[config.mk]
export PLATFORM = sky130hd
export DESIGN_NAME = pulpino_flicker_word_link
export DESIGN_NICKNAME = d
export VERILOG_FILES = /design/src/rtl/flicker_link_pkg.sv /design/src/rtl/flicker_sync.sv /design/src/rtl/pulpino_flicker_word_link.sv
export SDC_FILE = /design/constraint.sdc
export NUM_CORES = 1
export LEC_CHECK = 0
export ABC_AREA = 1
export CAP_MARGIN = 20
export CORE_MARGIN = 3
export CORE_UTILIZATION = 47
export CTS_CLUSTER_DIAMETER = 60
export DETAILED_ROUTE_END_ITERATION = 8
export DONT_BUFFER_PORTS = 1
export PLACE_DENSITY_LB_ADDON = 0.15
export SETUP_SLACK_MARGIN = 0.02
export SLEW_MARGIN = 20
export SYNTH_ARGS = -nofsm -noshare
export SYNTH_HDL_FRONTEND = slang
export SYNTH_SLANG_ARGS = --single-unit
[constraint.sdc]
create_clock -name clk -period 1.4 [get_ports clk]
set_input_delay 0.14 -clock clk [delete_from_list [all_inputs] [get_ports clk]]
set_output_delay 0.14 -clock clk [all_outputs]
set_load 0.005 [all_outputs]
[src/rtl/flicker_link_pkg.sv]
// flicker_link_pkg: shared widths and TX state encoding for the flicker word link
package flicker_link_pkg;
    localparam int BYTE_W = 8;
    localparam int WORD_W = 32;
    typedef enum logic [1:0] {IDLE, SEND, WAIT_ACK} tx_state_e;
endpackage

[src/rtl/flicker_sync.sv]
// flicker_sync: optional 2-flop synchroniser for one flicker input (FLICKER_SYNC_EN)
module flicker_sync (
    input  logic clk,
    input  logic rst_n,
    input  logic d_i,
    output logic q_o
);
`ifdef FLICKER_SYNC_EN
    logic [1:0] sync_q;
    // Two-stage capture of an asynchronous toggle level
    always_ff @(posedge clk or negedge rst_n)
        if (!rst_n) sync_q <= '0;
        else        sync_q <= {sync_q[0], d_i};
    assign q_o = sync_q[1];
`else
    logic unused_clk_rst;
    assign unused_clk_rst = clk ^ rst_n;
    assign q_o = d_i;
`endif
endmodule

[src/rtl/pulpino_flicker_word_link.sv]
// pulpino_flicker_word_link: byte toggle-handshake <-> 32-bit word valid/ready bridge (FLICKER_SYNC_EN adds input synchronisers)
module pulpino_flicker_word_link
    import flicker_link_pkg::*;
#(
    parameter int BYTES_PER_WORD = 4,
    parameter int RX_TIMEOUT     = 1024
) (
    input  logic        clk,
    input  logic        rst_n,
    input  logic [7:0]  rx_data_i,
    input  logic        rx_write_flicker_i,
    output logic        rx_read_flicker_o,
    output logic [31:0] rx_word_o,
    output logic        rx_valid_o,
    input  logic        rx_ready_i,
    output logic        rx_timeout_o,
    input  logic [31:0] tx_word_i,
    input  logic        tx_valid_i,
    output logic        tx_ready_o,
    output logic [7:0]  tx_data_o,
    output logic        tx_write_flicker_o,
    input  logic        tx_read_flicker_i
);
    localparam int W  = BYTES_PER_WORD * BYTE_W;
    localparam int CW = BYTES_PER_WORD > 1 ? $clog2(BYTES_PER_WORD) : 1;
    localparam int TW = $clog2(RX_TIMEOUT);

    logic          rx_flk, tx_flk;
    logic          rx_seen_q, rx_ack_q, rx_valid_q, rx_tmo_pulse_q;
    logic [CW-1:0] rx_cnt_q;
    logic [TW-1:0] rx_tmo_q;
    logic [W-1:0]  rx_buf_q, rx_buf_d, rx_word_q;
    logic          rx_accept, rx_last, rx_expire;

    tx_state_e     tx_state_q;
    logic [W-1:0]  tx_sh_q;
    logic [CW-1:0] tx_idx_q;
    logic [7:0]    tx_data_q;
    logic          tx_wf_q, tx_ready_q;

    flicker_sync u_rx_sync (.clk(clk), .rst_n(rst_n), .d_i(rx_write_flicker_i), .q_o(rx_flk));
    flicker_sync u_tx_sync (.clk(clk), .rst_n(rst_n), .d_i(tx_read_flicker_i),  .q_o(tx_flk));

    // A byte is taken only when the output word slot is free or being drained this cycle
    assign rx_accept = (rx_flk != rx_seen_q) && (!rx_valid_q || rx_ready_i);
    assign rx_last   = rx_cnt_q == CW'(BYTES_PER_WORD - 1);
    assign rx_expire = !rx_accept && rx_cnt_q != '0 && rx_tmo_q == TW'(RX_TIMEOUT - 1);

    // Partial word with the incoming byte dropped into its lane
    always_comb begin
        rx_buf_d = rx_buf_q;
        rx_buf_d[int'(rx_cnt_q)*BYTE_W +: BYTE_W] = rx_data_i;
    end

    // RX: capture, ack toggle, word completion, idle timeout
    always_ff @(posedge clk or negedge rst_n) begin
        if (!rst_n) begin
            rx_seen_q      <= 1'b0;
            rx_ack_q       <= 1'b0;
            rx_valid_q     <= 1'b0;
            rx_tmo_pulse_q <= 1'b0;
            rx_cnt_q       <= '0;
            rx_tmo_q       <= '0;
            rx_buf_q       <= '0;
            rx_word_q      <= '0;
        end else begin
            rx_tmo_pulse_q <= rx_expire;
            if (rx_accept) begin
                rx_buf_q  <= rx_buf_d;
                rx_seen_q <= rx_flk;
                rx_ack_q  <= ~rx_ack_q;
                rx_tmo_q  <= '0;
                rx_cnt_q  <= rx_last ? '0 : rx_cnt_q + 1'b1;
            end else if (rx_expire) begin
                rx_cnt_q <= '0;
                rx_tmo_q <= '0;
            end else if (rx_cnt_q != '0) begin
                rx_tmo_q <= rx_tmo_q + 1'b1;
            end
            if (rx_accept && rx_last) begin
                rx_word_q  <= rx_buf_d;
                rx_valid_q <= 1'b1;
            end else if (rx_ready_i) begin
                rx_valid_q <= 1'b0;
            end
        end
    end

    // TX FSM: load word, present byte, toggle, wait for matching ack level
    always_ff @(posedge clk or negedge rst_n) begin
        if (!rst_n) begin
            tx_state_q <= IDLE;
            tx_sh_q    <= '0;
            tx_idx_q   <= '0;
            tx_data_q  <= '0;
            tx_wf_q    <= 1'b0;
            tx_ready_q <= 1'b0;
        end else begin
            case (tx_state_q)
                IDLE:
                    if (tx_valid_i && tx_ready_q) begin
                        tx_sh_q    <= tx_word_i >> BYTE_W;
                        tx_data_q  <= tx_word_i[BYTE_W-1:0];
                        tx_idx_q   <= '0;
                        tx_ready_q <= 1'b0;
                        tx_state_q <= SEND;
                    end else begin
                        tx_ready_q <= 1'b1;
                    end
                SEND: begin
                    tx_wf_q    <= ~tx_wf_q;
                    tx_state_q <= WAIT_ACK;
                end
                WAIT_ACK:
                    if (tx_flk == tx_wf_q) begin
                        if (tx_idx_q == CW'(BYTES_PER_WORD - 1)) begin
                            tx_ready_q <= 1'b1;
                            tx_state_q <= IDLE;
                        end else begin
                            tx_idx_q   <= tx_idx_q + 1'b1;
                            tx_data_q  <= tx_sh_q[BYTE_W-1:0];
                            tx_sh_q    <= tx_sh_q >> BYTE_W;
                            tx_state_q <= SEND;
                        end
                    end
                default: tx_state_q <= IDLE;
            endcase
        end
    end

    assign rx_read_flicker_o  = rx_ack_q;
    assign rx_word_o          = rx_word_q;
    assign rx_valid_o         = rx_valid_q;
    assign rx_timeout_o       = rx_tmo_pulse_q;
    assign tx_ready_o         = tx_ready_q;
    assign tx_data_o          = tx_data_q;
    assign tx_write_flicker_o = tx_wf_q;
endmodule

==> results of run 1 <==
[worst max-delay path, delay by kind of cell, from the launching register on]
kind | cells | cell delay (ns)
simple gates | 3 | 0.39
buf+inv | 2 | 0.12
compound gates | 2 | 0.25
flops | 1 | 0.39
fa+ha+maj | 1 | 0.28
[stage by stage]
stage                     hold WS (ns)  cell area [um^2]  std cells  setup slack (ns)  TNS (ns)
after floorplan                -0.1556              5215        641          -0.03477   -0.9808
after CTS                      -0.5714              6467        855          -0.07393    -1.006
final                          -0.5561              7019        868           -0.1004    -3.024
after detailed placement       -0.1526              5607        796           -0.1455    -6.064
after global placement         -0.1530              5607        796          -0.07675    -3.074
after global routing           -0.5884              7019        868           -0.1862    -10.72
[logic make-up (layout without fill, tap and decap cells)]
| group | count (synthesis) | in the layout |
|---|---|---|
| xor+xnor | 6 | 6 |
| fa+ha+maj | 7 | 7 |
| buf+inv | 92 | 180 |
| simple gates | 345 | 345 |
| compound gates | 81 | 84 |
| flops | 110 | 110 |
[cells in the mapped netlist, types with 4 or more instances]
| cell | number |
|---|---|
| clkbuf_1 | 8 |
| o22ai_1 | 16 |
| dfrtp_1 | 110 |
| buf_2 | 10 |
| nand4_1 | 4 |
| buf_4 | 6 |
| buf_6 | 4 |
| nor2_1 | 24 |
| o21ai_0 | 58 |
| ha_1 | 7 |
| inv_2 | 5 |
| inv_1 | 59 |
| nand2_1 | 293 |
| nand3_1 | 12 |
[registers in the layout, summed over array words and instances, names as in the netlist]
name,flops
rx_word_o,32
rx_buf_q,24
tx_sh_q,24
rx_tmo_q,10
tx_data_o,8
rx_cnt_q,2
tx_idx_q,2
tx_state_q,2
rx_read_flicker_o,1
rx_seen_q,1
rx_timeout_o,1
rx_valid_o,1
tx_ready_o,1
tx_write_flicker_o,1
[cell type report]
class	count	area share
sequential	110	0.3922
multi-input combinational	442	0.3620
timing repair buffer	100	0.1472
inverter	64	0.03636
tap	136	0.02424
clock inverter	7	0.02032
clock buffer	9	0.01765
[how the worst max path moves through the flow]
stage	start	endpoint	slack, ns	cells past startpoint
2_1_floorplan	rx_cnt_q[0]	rx_buf_q[16]	-0.03	8
3_3_place_gp	rx_cnt_q[1]	rx_word_o[26]	-0.08	8
3_5_place_dp	rx_cnt_q[0]	rx_buf_q[17]	-0.15	8
4_1_cts	rx_cnt_q[0]	rx_buf_q[17]	-0.07	8
5_1_grt	rx_cnt_q[0]	rx_buf_q[17]	-0.19	8
6_report	rx_cnt_q[0]	rx_buf_q[17]	-0.10	8
[power by group through the flow]
stage               clock network [mW]  registers, mW  logic, mW
floorplan                            0           5.23       3.99
global placement                     0           5.43       5.34
detailed placement                   0           5.46       5.52
CTS                               2.55           5.40       6.36
global route                      2.67           5.55       9.17
finish                            2.49           5.43       8.41
[what timing repair did]
item | 4_1_cts | 5_1_grt
setup endpoints to repair | 96 | 104
gates cloned | 2 | 7
endpoints found under the hold margin | 143 | 110
pin swaps | 26 | 42
gates resized for setup | 43 | 125
buffers inserted | 9 | 6
[per-layer routing]
layer  vias up  routed length, um
met4         0                327
li1       2165                  -
met1      2207               5568
met2       156               7490
met5         -                  0
met3        25                742
==> summary.txt, run 1 <==
Run status
  • Status: finished with violations
  • Failing checks: hold timing, setup timing

Finish
  • Most common cell after layout, fill and taps aside: nand2_1
  • Multi-input logic area: between 2000 and 3000 um^2
  • Register area: 2753 um^2
  • Finished Core Util: 0.6709
  • Most frequent cells in the layout: nand2_1, dfrtp_1, inv_1
  • P&R area growth vs syn: 36.56%
  • Fillers: 807
  • Antenna Cells: 0
  • Share of cells above drive strength 1: 0.2923
  • Net count, final: 780

Yosys
  • Yosys top cell area share: 0.5355
  • Synth warn: 0
  • Top cells by area, synth: dfrtp_1, nand2_1, o21ai_0
  • Synth unique cells: 28
  • Adder-Cell Fraction of Synth Area: 0.01704
  • Multiplexer area fraction after synthesis: 0
  • Mapped cell area: approximately 5000 um^2
  • Syn_area_per_cell: around 8 um^2
  • XOR/XNOR share of the synthesized area: 0.01022
  • FF+latch count, synth: 110
  • Sequential area share after synthesis: 0.5355
  • Yosys top cell by area: dfrtp_1
  • Syn Nets: a little under 700
  • Post-Syn Instances: 641
  • Synth Area in Compound Gates: 0.08739
  • Largest family of logic cells by synthesized area: simple AND/OR/NAND/NOR gates
  • Post-synth EDFFs: 0
  • Async S/R FF share, synth: 1.000
  • Synth Flop Type: dfrtp_1
  • Synth Area in Simple Gates: 0.2700

Power
  • Psw: 6.810 mW
  • Tot Pwr: 16.33 mW
  • Pint: 9.521 mW
  • Switch share: 0.4170
  • Gate power share: 0.515
  • Pwr/cell area: 2327 nW/um^2
  • Leakage: 3.487 nW
  • Sequential share of power: 0.332
  • Clock share of power: 0.153
  • Peak supply drop: 1.364 mV

GRT
  • Largest net degree at the start of global routing: 111
  • Layer with the highest usage: met2
  • Met1 usage: 0.2692
  • Met2 GRT Util: 0.3762
  • Global-route wire length before repair: approximately 22,000 um
  • Gr usage total: 0.2164
  • GR Util met3: 0.04767
  • Initial antenna violation count: 0
  • Vias in the first global route: 4,395
  • GRT overflow: 0

STA
  • Slew HR: 0.7423
  • RSZ-0062 raised after global routing: yes
  • Setup ws final: -0.1004 ns
  • Clock skew: 0.009840 ns
  • Final period utilization: 1.072
  • Hold Vio Cnt, Final: 110
  • Hold Worst Slack: -0.5561 ns
  • Crit path time final: ~1.5 ns
  • Worst-margin pin slew: between 0.3 and 0.4 ns
  • Final setup fails: 88
  • Max Slew Vio Count: 0
  • Fmax: 666.5 MHz

Setup path
  • CP startpoint kind: flip-flop
  • Worst-path maximum fanout: 8
  • CP max stage delay: 0.39 ns
  • Worst r2r dst: rx_buf_q[17]
  • Reg-to-reg slack, setup: -0.10 ns
  • Critical path class: flip-flop to flip-flop
  • RR Startpoint: rx_cnt_q[0]
  • Critical Path Sink Type: flip-flop
  • Worst EP required: about 1.7 ns
  • Path depth of the worst reg2reg path: 8
  • CP cell instances: inv_2 -> ha_4 -> inv_4 -> nor2_4 -> nand3_4 -> o22ai_4 -> nand2_2 -> o21ai_2
  • CP max-delay cell: dfrtp_1
  • Arr. time, crit path: 1.80 ns

Clock tree
  • Clk buf depth: 2
  • Htree depth: 3
  • CTS tree: built
  • CTS buffer count: 9
  • CTS Root Cell: clkbuf_8
  • Hold buffers post-CTS: 33
  • Clock sinks: 110
  • Clock-pin slew on the worst setup and hold paths: 0.11 ns
  • Clk Latency, worst-skew pair: 0.37 ns

Routing
  • Final wirelength: 14,130 um
  • Routed wire per std cell: about 16 um
  • Vias per Instance: approximately 5.2
  • Vias: 4,553
  • DR DRC count: 0
  • First-pass iteration count of the detailed router: 5
  • Initial DRC count: around 350
  • Post-DRT Antenna Nets: 0

Floorplanning
  • Row count: 37
  • Initial Utilization: 0.4913
  • DIE AREA: 12,230 um^2
  • Die span in y: 110.6 um
  • CORE AREA: 10,460 um^2
  • I/O pins: 91
  • Die X: 110.6 um

Flow run
  • Max-cap violations: 0

Placed design
  • Gpl congestion: 0.8067
  • HPWL Detailed: 8292 um
  • Buffers on Ports: 0

Hold path
  • Worst Hold Class: primary input to async pin
Power figures use the tool's default switching activity.
==> inputs of run 2 (changes only) <==
--- a/config.mk
+++ b/config.mk
@@ -5,7 +5,7 @@
 export SDC_FILE = /design/constraint.sdc
 export NUM_CORES = 1
 export LEC_CHECK = 0
-export ABC_AREA = 1
+export ABC_CLOCK_PERIOD_IN_PS = 1400
 export CAP_MARGIN = 20
 export CORE_MARGIN = 3
 export CORE_UTILIZATION = 47
==> run 2 against run 1 <==
- the run still ends with hold timing, setup timing left
- synthesized cell count decreased by 37%
- combinational power down 15%
- wire length shrank 9.4%
- sequential power up 2%
- power shrank 9.5%
- sequential share of layout area is 2.2 points higher
- worst setup slack worse by 0.23 ns
- utilization decreased by 3.2 points
- worst hold slack better by 0.0030 ns
- critical path depth fell by 1
- critical endpoint is now rx_tmo_q[9]
- largest cell class unchanged
==> summary.txt, run 2 <==
Run status
  • Status: finished with violations
  • Failing checks: hold timing, setup timing

Finish
  • P&R area growth vs syn: 30.90%
  • Non-Filler Instances: 616 (-29%)
  • Largest register FFs: 32 (unchanged)
  • Most common cell after layout, fill and taps aside: dfrtp_1
  • Net count, final: 528 (-32%)
  • Share of cells above drive strength 1: 0.4167 (+0.1243)
  • Most frequent cells in the layout: dfrtp_1, mux2_4, a22o_1
  • Finished Core Util: 0.6387 (-0.03221)
  • Antenna Cells: 0 (unchanged)
  • Fin area: 6653 um^2 (-5.2%)
  • Fillers: 769 (-4.7%)

Yosys
  • Most common cell in the netlist: dfrtp_1
  • Async S/R FF share, synth: 1.000 (unchanged)
  • Top cells by area, synth: dfrtp_1, mux2_2, a22o_1
  • Mapped cell area: 5082 um^2 (-1.1%)
  • Yosys top cell by area: dfrtp_1
  • Synth Flop Type: dfrtp_1
  • Yosys top cell area share: 0.5416 (+0.006065)
  • Sequential area share after synthesis: 0.5416 (+0.006065)
  • Synth warn: 0 (unchanged)
  • Post-Syn Instances: 406 (-37%)
  • Synth unique cells: 46 (+64%)
  • Synth top cells by count: dfrtp_1, mux2_2, a22o_1
  • Post-synth EDFFs: 0 (unchanged)
  • FF+latch count, synth: 110 (unchanged)
  • Syn_area_per_cell: 12.52 um^2 (+56%)
  • Syn Nets: 459 (-34%)

STA
  • Fmax: 578.9 MHz (-13%)
  • Worst-margin pin slew: 0.3453 ns (-0.04116 ns)
  • Clock skew: 0.01298 ns (+0.003141 ns)
  • Max Slew Vio Count: 0 (unchanged)
  • Final setup fails: 94 (+6.8%)
  • Setup ws final: -0.3275 ns (-0.2271 ns)
  • RSZ-0062 raised after global routing: yes
  • Final period utilization: 1.234 (+0.1622)
  • Crit path time final: 1.728 ns (+0.2271 ns)
  • Slew HR: 0.7690 (+0.02672)
  • Hold Worst Slack: -0.5531 ns (+0.002997 ns)
  • Hold Vio Cnt, Final: 110 (unchanged)

Power
  • Leakage: 3.079 nW (-12%)
  • Psw: 4.792 mW (-30%)
  • Pint: 9.983 mW (+4.8%)
  • Sequential share of power: 0.374 (+0.042)
  • Switch share: 0.3243 (-0.09265)
  • Pwr/cell area: 2221 nW/um^2 (-4.5%)
  • Gate power share: 0.483 (-0.032)
  • Tot Pwr: 14.77 mW (-9.5%)
  • Peak supply drop: 1.005 mV (-26%)
  • Clock share of power: 0.143 (-0.010)

Clock tree
  • Clock-pin slew on the worst setup and hold paths: 0.10 ns (about the same)
  • Clk buf depth: 2 (unchanged)
  • CTS Root Cell: clkbuf_8
  • Clk Latency, worst-skew pair: 0.38 ns (about the same)
  • Clock sinks: 110 (unchanged)
  • Hold buffers post-CTS: 17 (-48%)
  • Htree depth: 3 (unchanged)
  • CTS buffer count: 9 (unchanged)
  • CTS tree: built

GRT
  • Largest net degree at the start of global routing: 111 (unchanged)
  • Gr usage total: 0.2070 (-0.009308)
  • Global-route wire length before repair: 19,100 um (-12%)
  • Vias in the first global route: 3,494 (-21%)
  • Initial antenna violation count: 0 (unchanged)
  • GRT overflow: 0 (unchanged)

Placed design
  • Gpl congestion: 0.7937 (-1.6%)
  • Buffers on Ports: 0 (unchanged)
  • HPWL Detailed: 7368 um (-11%)
  • Dpl cells: 559 (-30%)
  • Post-Place Cell Area: 5654 um^2 (+0.85%)

Setup path
  • CP startpoint kind: flip-flop
  • Worst EP required: 1.71 ns (about the same)
  • Worst-path maximum fanout: 5 (-3)
  • Worst r2r dst: rx_tmo_q[9]
  • Arr. time, crit path: 2.03 ns (+0.23 ns)
  • Path depth of the worst reg2reg path: 7 (-1)
  • Reg-to-reg slack, setup: -0.33 ns (-0.23 ns)
  • Critical path class: flip-flop to flip-flop
  • Critical Path Sink Type: flip-flop
  • RR Startpoint: rx_cnt_q[1]

Floorplanning
  • Initial Utilization: 0.4879 (-0.003342)
  • I/O pins: 91 (unchanged)
  • Row count: 37 (unchanged)
  • Die X: 110.0 um (-0.53%)
  • DIE AREA: 12,100 um^2 (-1.1%)
  • Die span in y: 110.0 um (-0.53%)
  • CORE AREA: 10,420 um^2 (-0.44%)

Routing
  • Vias per Instance: 5.828 (+11%)
  • DR DRC count: 0 (unchanged)
  • Initial DRC count: 220 (-37%)
  • Vias: 3,590 (-21%)
  • Post-DRT Antenna Nets: 0 (unchanged)
  • Final wirelength: 12,810 um (-9.4%)
  • First-pass iteration count of the detailed router: 5 (unchanged)
  • Routed wire per std cell: 20.79 um (+28%)

Flow run
  • Max-cap violations: 0 (unchanged)

Hold path
  • Worst Hold Class: primary input to async pin
run 2: layout make-up:
type,instances,area [um^2],share of cell area
Tap cell,136,170.2,0.02558
Inverter,14,63.81,0.009592
Clock inverter,4,70.07,0.01053
Clock buffer,12,145.1,0.02182
Timing Repair Buffer,89,954.7,0.1435
Sequential cell,110,2754,0.4140
Timing Repair inverter,1,5.005,0.0007523
Multi-Input combinational cell,250,2490,0.3743
run 2: critical path, cell delays in order, from the launching register on:
cell	delay (ns)
dfrtp_1	0.38
inv_2	0.07
ha_4	0.17
buf_12	0.12
nand4b_1	0.18
buf_4	0.17
or4_4	0.41
a21oi_2	0.14
run 2: what timing repair did:
action / 4_1_cts / 5_1_grt
endpoints found under the hold margin: 151 / 110
pin swaps: 9 / 19
setup buffers: 9 / 11
resized for setup: 26 / 59
gates cloned: 4 / 4
endpoints found under the setup margin: 94 / 104
run 2: worst max path at each step:
stage,from,to,slack [ns],cells after the start
3_5_place_dp,rx_cnt_q[1],rx_buf_q[12],-0.33,6
2_1_floorplan,rx_cnt_q[0],rx_buf_q[16],-0.45,7
4_1_cts,rx_cnt_q[0],rx_tmo_q[9],-0.31,7
5_1_grt,rx_cnt_q[0],rx_word_o[3],-0.40,7
6_report,rx_cnt_q[1],rx_tmo_q[9],-0.33,7
3_3_place_gp,rx_cnt_q[1],rx_cnt_q[0],-0.26,7
run 2: per-stage QoR:
stage	setup TNS, ns	worst slack (ns)
floorplan	-21.62	-0.4490
global placement	-18.54	-0.2570
detailed placement	-22.36	-0.3328
CTS	-18.78	-0.3137
global route	-30.64	-0.3998
finish	-22.74	-0.3275
run 2: kinds of logic (layout without fill, tap and decap cells):
logic type | after synthesis | after routing | share of synthesized area
XOR/XNOR | 9 | 9 | 0.01846
flip-flops | 110 | 110 | 0.5416
AND/OR/NAND/NOR | 79 | 79 | 0.08690
AO/OA/AOI/OAI | 80 | 80 | 0.1243
buffers and inverters | 46 | 120 | 0.04604
multiplexers | 75 | 75 | 0.1654
adder cells (fa/ha/maj) | 7 | 7 | 0.01723
run 2: power groups by stage:
| stage | clock network [mW] | logic [mW] | registers (mW) |
|---|---|---|---|
| 3_3_place_gp | 0 | 5.35 | 5.51 |
| 6_report | 2.11 | 7.14 | 5.53 |
| 2_1_floorplan | 0 | 4.14 | 5.31 |
| 3_5_place_dp | 0 | 5.47 | 5.56 |
| 5_1_grt | 2.29 | 7.65 | 5.71 |
| 4_1_cts | 2.16 | 6.32 | 5.52 |
run 2: per-layer routing:
| layer | global-route usage | vias up | part of all wire |
|---|---|---|---|
| met4 | 0.08281 | 0 | 0.014 |
| met2 | 0.3042 | 100 | 0.47 |
| li1 | - | 1611 | - |
| met1 | 0.3025 | 1867 | 0.46 |
| met3 | 0.03844 | 12 | 0.053 |
| met5 | 0 | - | 0 |
==> inputs of run 3 (changes only) <==
--- a/config.mk
+++ b/config.mk
@@ -7,7 +7,7 @@
 export LEC_CHECK = 0
 export ABC_CLOCK_PERIOD_IN_PS = 1400
 export CAP_MARGIN = 20
-export CORE_MARGIN = 3
+export CORE_MARGIN = 8
 export CORE_UTILIZATION = 47
 export CTS_CLUSTER_DIAMETER = 60
 export DETAILED_ROUTE_END_ITERATION = 8
==> run 3 against run 2 <==
- the flow still finishes with violations (hold timing, setup timing)
- combinational power is 9.2% higher
- die area is 19% higher
- worst hold slack worse by 0.0031 ns
- clock-buffer cell count stayed put
- power is 4.5% higher
- sequential share of layout area is 0.98 points lower
- clock power hardly changed
- utilization is 0.15 points lower
- register-to-register slack better by 0.08 ns
- wire length is 4.8% higher
- first-iteration DRC count is 16% higher
- highest routed layer unchanged
==> summary.txt, run 3 (same netlist as run 2, synthesis figures left out) <==
Run status
  • Status: finished with violations
  • Failing checks: hold timing, setup timing

STA
  • Hold Worst Slack: -0.5562 ns (-0.003072 ns)
  • Slew HR: 0.7540 (-0.01508)
  • Crit path time final: 1.644 ns (-0.08302 ns)
  • Setup TNS: -18.68 ns (+4.057 ns)
  • Setup ws final: -0.2445 ns (+0.08302 ns)
  • Max Slew Vio Count: 0 (unchanged)
  • RSZ-0062 raised after global routing: yes
  • Final period utilization: 1.175 (-0.05930)
  • Fmax: 608.1 MHz (+5.0%)
  • Final setup fails: 92 (-2.1%)
  • Clock skew: 0.009617 ns (-0.003364 ns)
  • Worst-margin pin slew: 0.3679 ns (+0.02255 ns)
  • Hold Vio Cnt, Final: 110 (unchanged)

GRT
  • GRT overflow: 0 (unchanged)
  • Global-route wire length before repair: 21,130 um (+11%)
  • Gr usage total: 0.1865 (-0.02053)
  • Met1 usage: 0.2578 (-0.04473)
  • Met2 GRT Util: 0.2794 (-0.02473)
  • GR Util met3: 0.04509 (+0.006652)
  • Layer with the highest usage: met2
  • Vias in the first global route: 3,666 (+4.9%)
  • Largest net degree at the start of global routing: 111 (unchanged)
  • Initial antenna violation count: 0 (unchanged)

Routing
  • First-pass iteration count of the detailed router: 4 (-1)
  • Routed wire per std cell: 21.46 um (+3.3%)
  • Post-DRT Antenna Nets: 0 (unchanged)
  • Vias: 3,604 (+0.39%)
  • DR DRC count: 0 (unchanged)
  • Initial DRC count: 256 (+16%)
  • Vias per Instance: 5.766 (-1.1%)
  • Final wirelength: 13,420 um (+4.8%)

Setup path
  • Worst-path maximum fanout: 8 (+3)
  • CP max-delay cell: dfrtp_1
  • CP top delay family: buffers and inverters
  • Reg-to-reg slack, setup: -0.24 ns (+0.08 ns)
  • CP max stage delay: 0.40 ns (about the same)
  • CP startpoint kind: flip-flop
  • Critical path class: flip-flop to flip-flop
  • Worst EP required: 1.67 ns (-0.04 ns)
  • Arr. time, crit path: 1.92 ns (-0.11 ns)
  • Critical Path Stages: 7 (unchanged)
  • Cell repeated most along the worst path: buf_6
  • CP cell instances: inv_2 -> buf_6 -> ha_4 -> buf_6 -> clkinvlp_4 -> a22o_1 -> mux2_2
  • Worst r2r dst: rx_word_o[13]
  • Crit path to: rx_word_o[13]
  • CP bufs+invs: 4 (+1)
  • Critical Path Sink Type: flip-flop
  • Worst Setup SP: rx_cnt_q[1]
  • RR Startpoint: rx_cnt_q[1]
  • Path depth of the worst reg2reg path: 7 (unchanged)

Finish
  • P&R area growth vs syn: 34.12%
  • Most frequent cells in the layout: dfrtp_1, a22o_1, buf_4
  • Finished Core Util: 0.6372 (-0.001486)
  • Fin area: 6817 um^2 (+2.5%)
  • Largest register FFs: 32 (unchanged)
  • Non-Filler Instances: 625 (+1.5%)
  • Net count, final: 533 (+0.95%)
  • Share of cells above drive strength 1: 0.4639 (+0.04725)
  • Most common cell after layout, fill and taps aside: dfrtp_1
  • Antenna Cells: 0 (unchanged)

Clock tree
  • Clk buf depth: 2 (unchanged)
  • CTS buffer count: 9 (unchanged)
  • CTS tree: built
  • Clock sinks: 110 (unchanged)
  • Clk Latency, worst-skew pair: 0.38 ns (about the same)
  • Htree depth: 3 (unchanged)
  • Hold buffers post-CTS: 17 (unchanged)
  • Clock-pin slew on the worst setup and hold paths: 0.10 ns (about the same)
  • CTS Root Cell: clkbuf_8

Placed design
  • Post-Place Cell Area: 5697 um^2 (+0.75%)
  • HPWL Detailed: 7973 um (+8.2%)
  • Post-place setup slack: -0.2873 ns (+0.04549 ns)
  • Gpl congestion: 0.7938 (about the same)
  • Buffers on Ports: 0 (unchanged)
  • Dpl cells: 568 (+1.6%)

Power
  • Tot Pwr: 15.44 mW (+4.5%)
  • Peak supply drop: 0.9551 mV (-4.9%)
  • Pwr/cell area: 2265 nW/um^2 (+2.0%)
  • Leakage: 3.088 nW (+0.29%)

Floorplanning
  • Die span in y: 120.0 um (+9.1%)
  • DIE AREA: 14,400 um^2 (+19%)
  • Initial Utilization: 0.4751 (-0.01284)
  • Die X: 120.0 um (+9.1%)
  • I/O pins: 91 (unchanged)
  • Row count: 38 (+2.7%)
  • CORE AREA: 10,700 um^2 (+2.7%)

Flow run
  • Max-cap violations: 0 (unchanged)

Hold path
  • Worst Hold Class: primary input to async pin
-- run 3: cell count changes in the layout (fill, tap and decap cells not counted), moves of 5 or more --
cell / delta
mux2_2: +20
mux2_4: -20
nand3_1: -8
o22ai_1: -8
o22ai_2: +6
buf_6: +5
nand3_4: +5
-- run 3: metal layers --
| metal | vias to the layer above | wire length [um] |
|---|---|---|
| met5 | - | 0 |
| met4 | 0 | 206 |
| met3 | 16 | 861 |
| met2 | 103 | 6219 |
| met1 | 1859 | 6128 |
| li1 | 1626 | - |
-- run 3: how the worst min path moves through the flow --
stage,start,endpoint,slack [ns],depth (start not counted)
after floorplan,rst_n,rx_buf_q[0],-0.16,0
after global placement,rst_n,tx_data_o[2],-0.15,0
after detailed placement,rst_n,tx_data_o[4],-0.15,0
after CTS,rst_n,tx_data_o[4],-0.57,0
after global routing,rst_n,tx_data_o[4],-0.58,0
final,rst_n,tx_data_o[4],-0.56,0
-- run 3: timing repair --
| action | CTS | global route |
|---|---|---|
| hold endpoints to repair | 151 | 110 |
| setup endpoints to repair | 95 | 104 |
| buffers inserted | 12 | 9 |
| pin swaps | 28 | 12 |
| gates cloned | 6 | 0 |
| resized for setup | 60 | 47 |
-- run 3: final cells by class --
class / instances / area (um^2)
tap: 140 / 175.2
clock inverter: 4 / 52.55
multi-input combinational: 251 / 2601
clock buffer: 12 / 165.2
inverter: 14 / 58.81
fill: 812 / 3881
sequential: 110 / 2755
timing repair buffer: 94 / 1008
-- run 3: power breakdown --
part	switching (mW)	internal [mW]	leakage [nW]
logic	3.12	4.68	1.53
registers	1.01	4.55	1.44
clock network	1.10	0.982	0.113
total	5.22	10.2	3.09
-- run 3: worst reg2reg max path, cell delays in order, from the launching register on --
cell,delay [ns]
dfrtp_1,0.40
inv_2,0.13
buf_6,0.12
ha_4,0.13
buf_6,0.11
clkinvlp_4,0.15
a22o_1,0.25
mux2_2,0.26
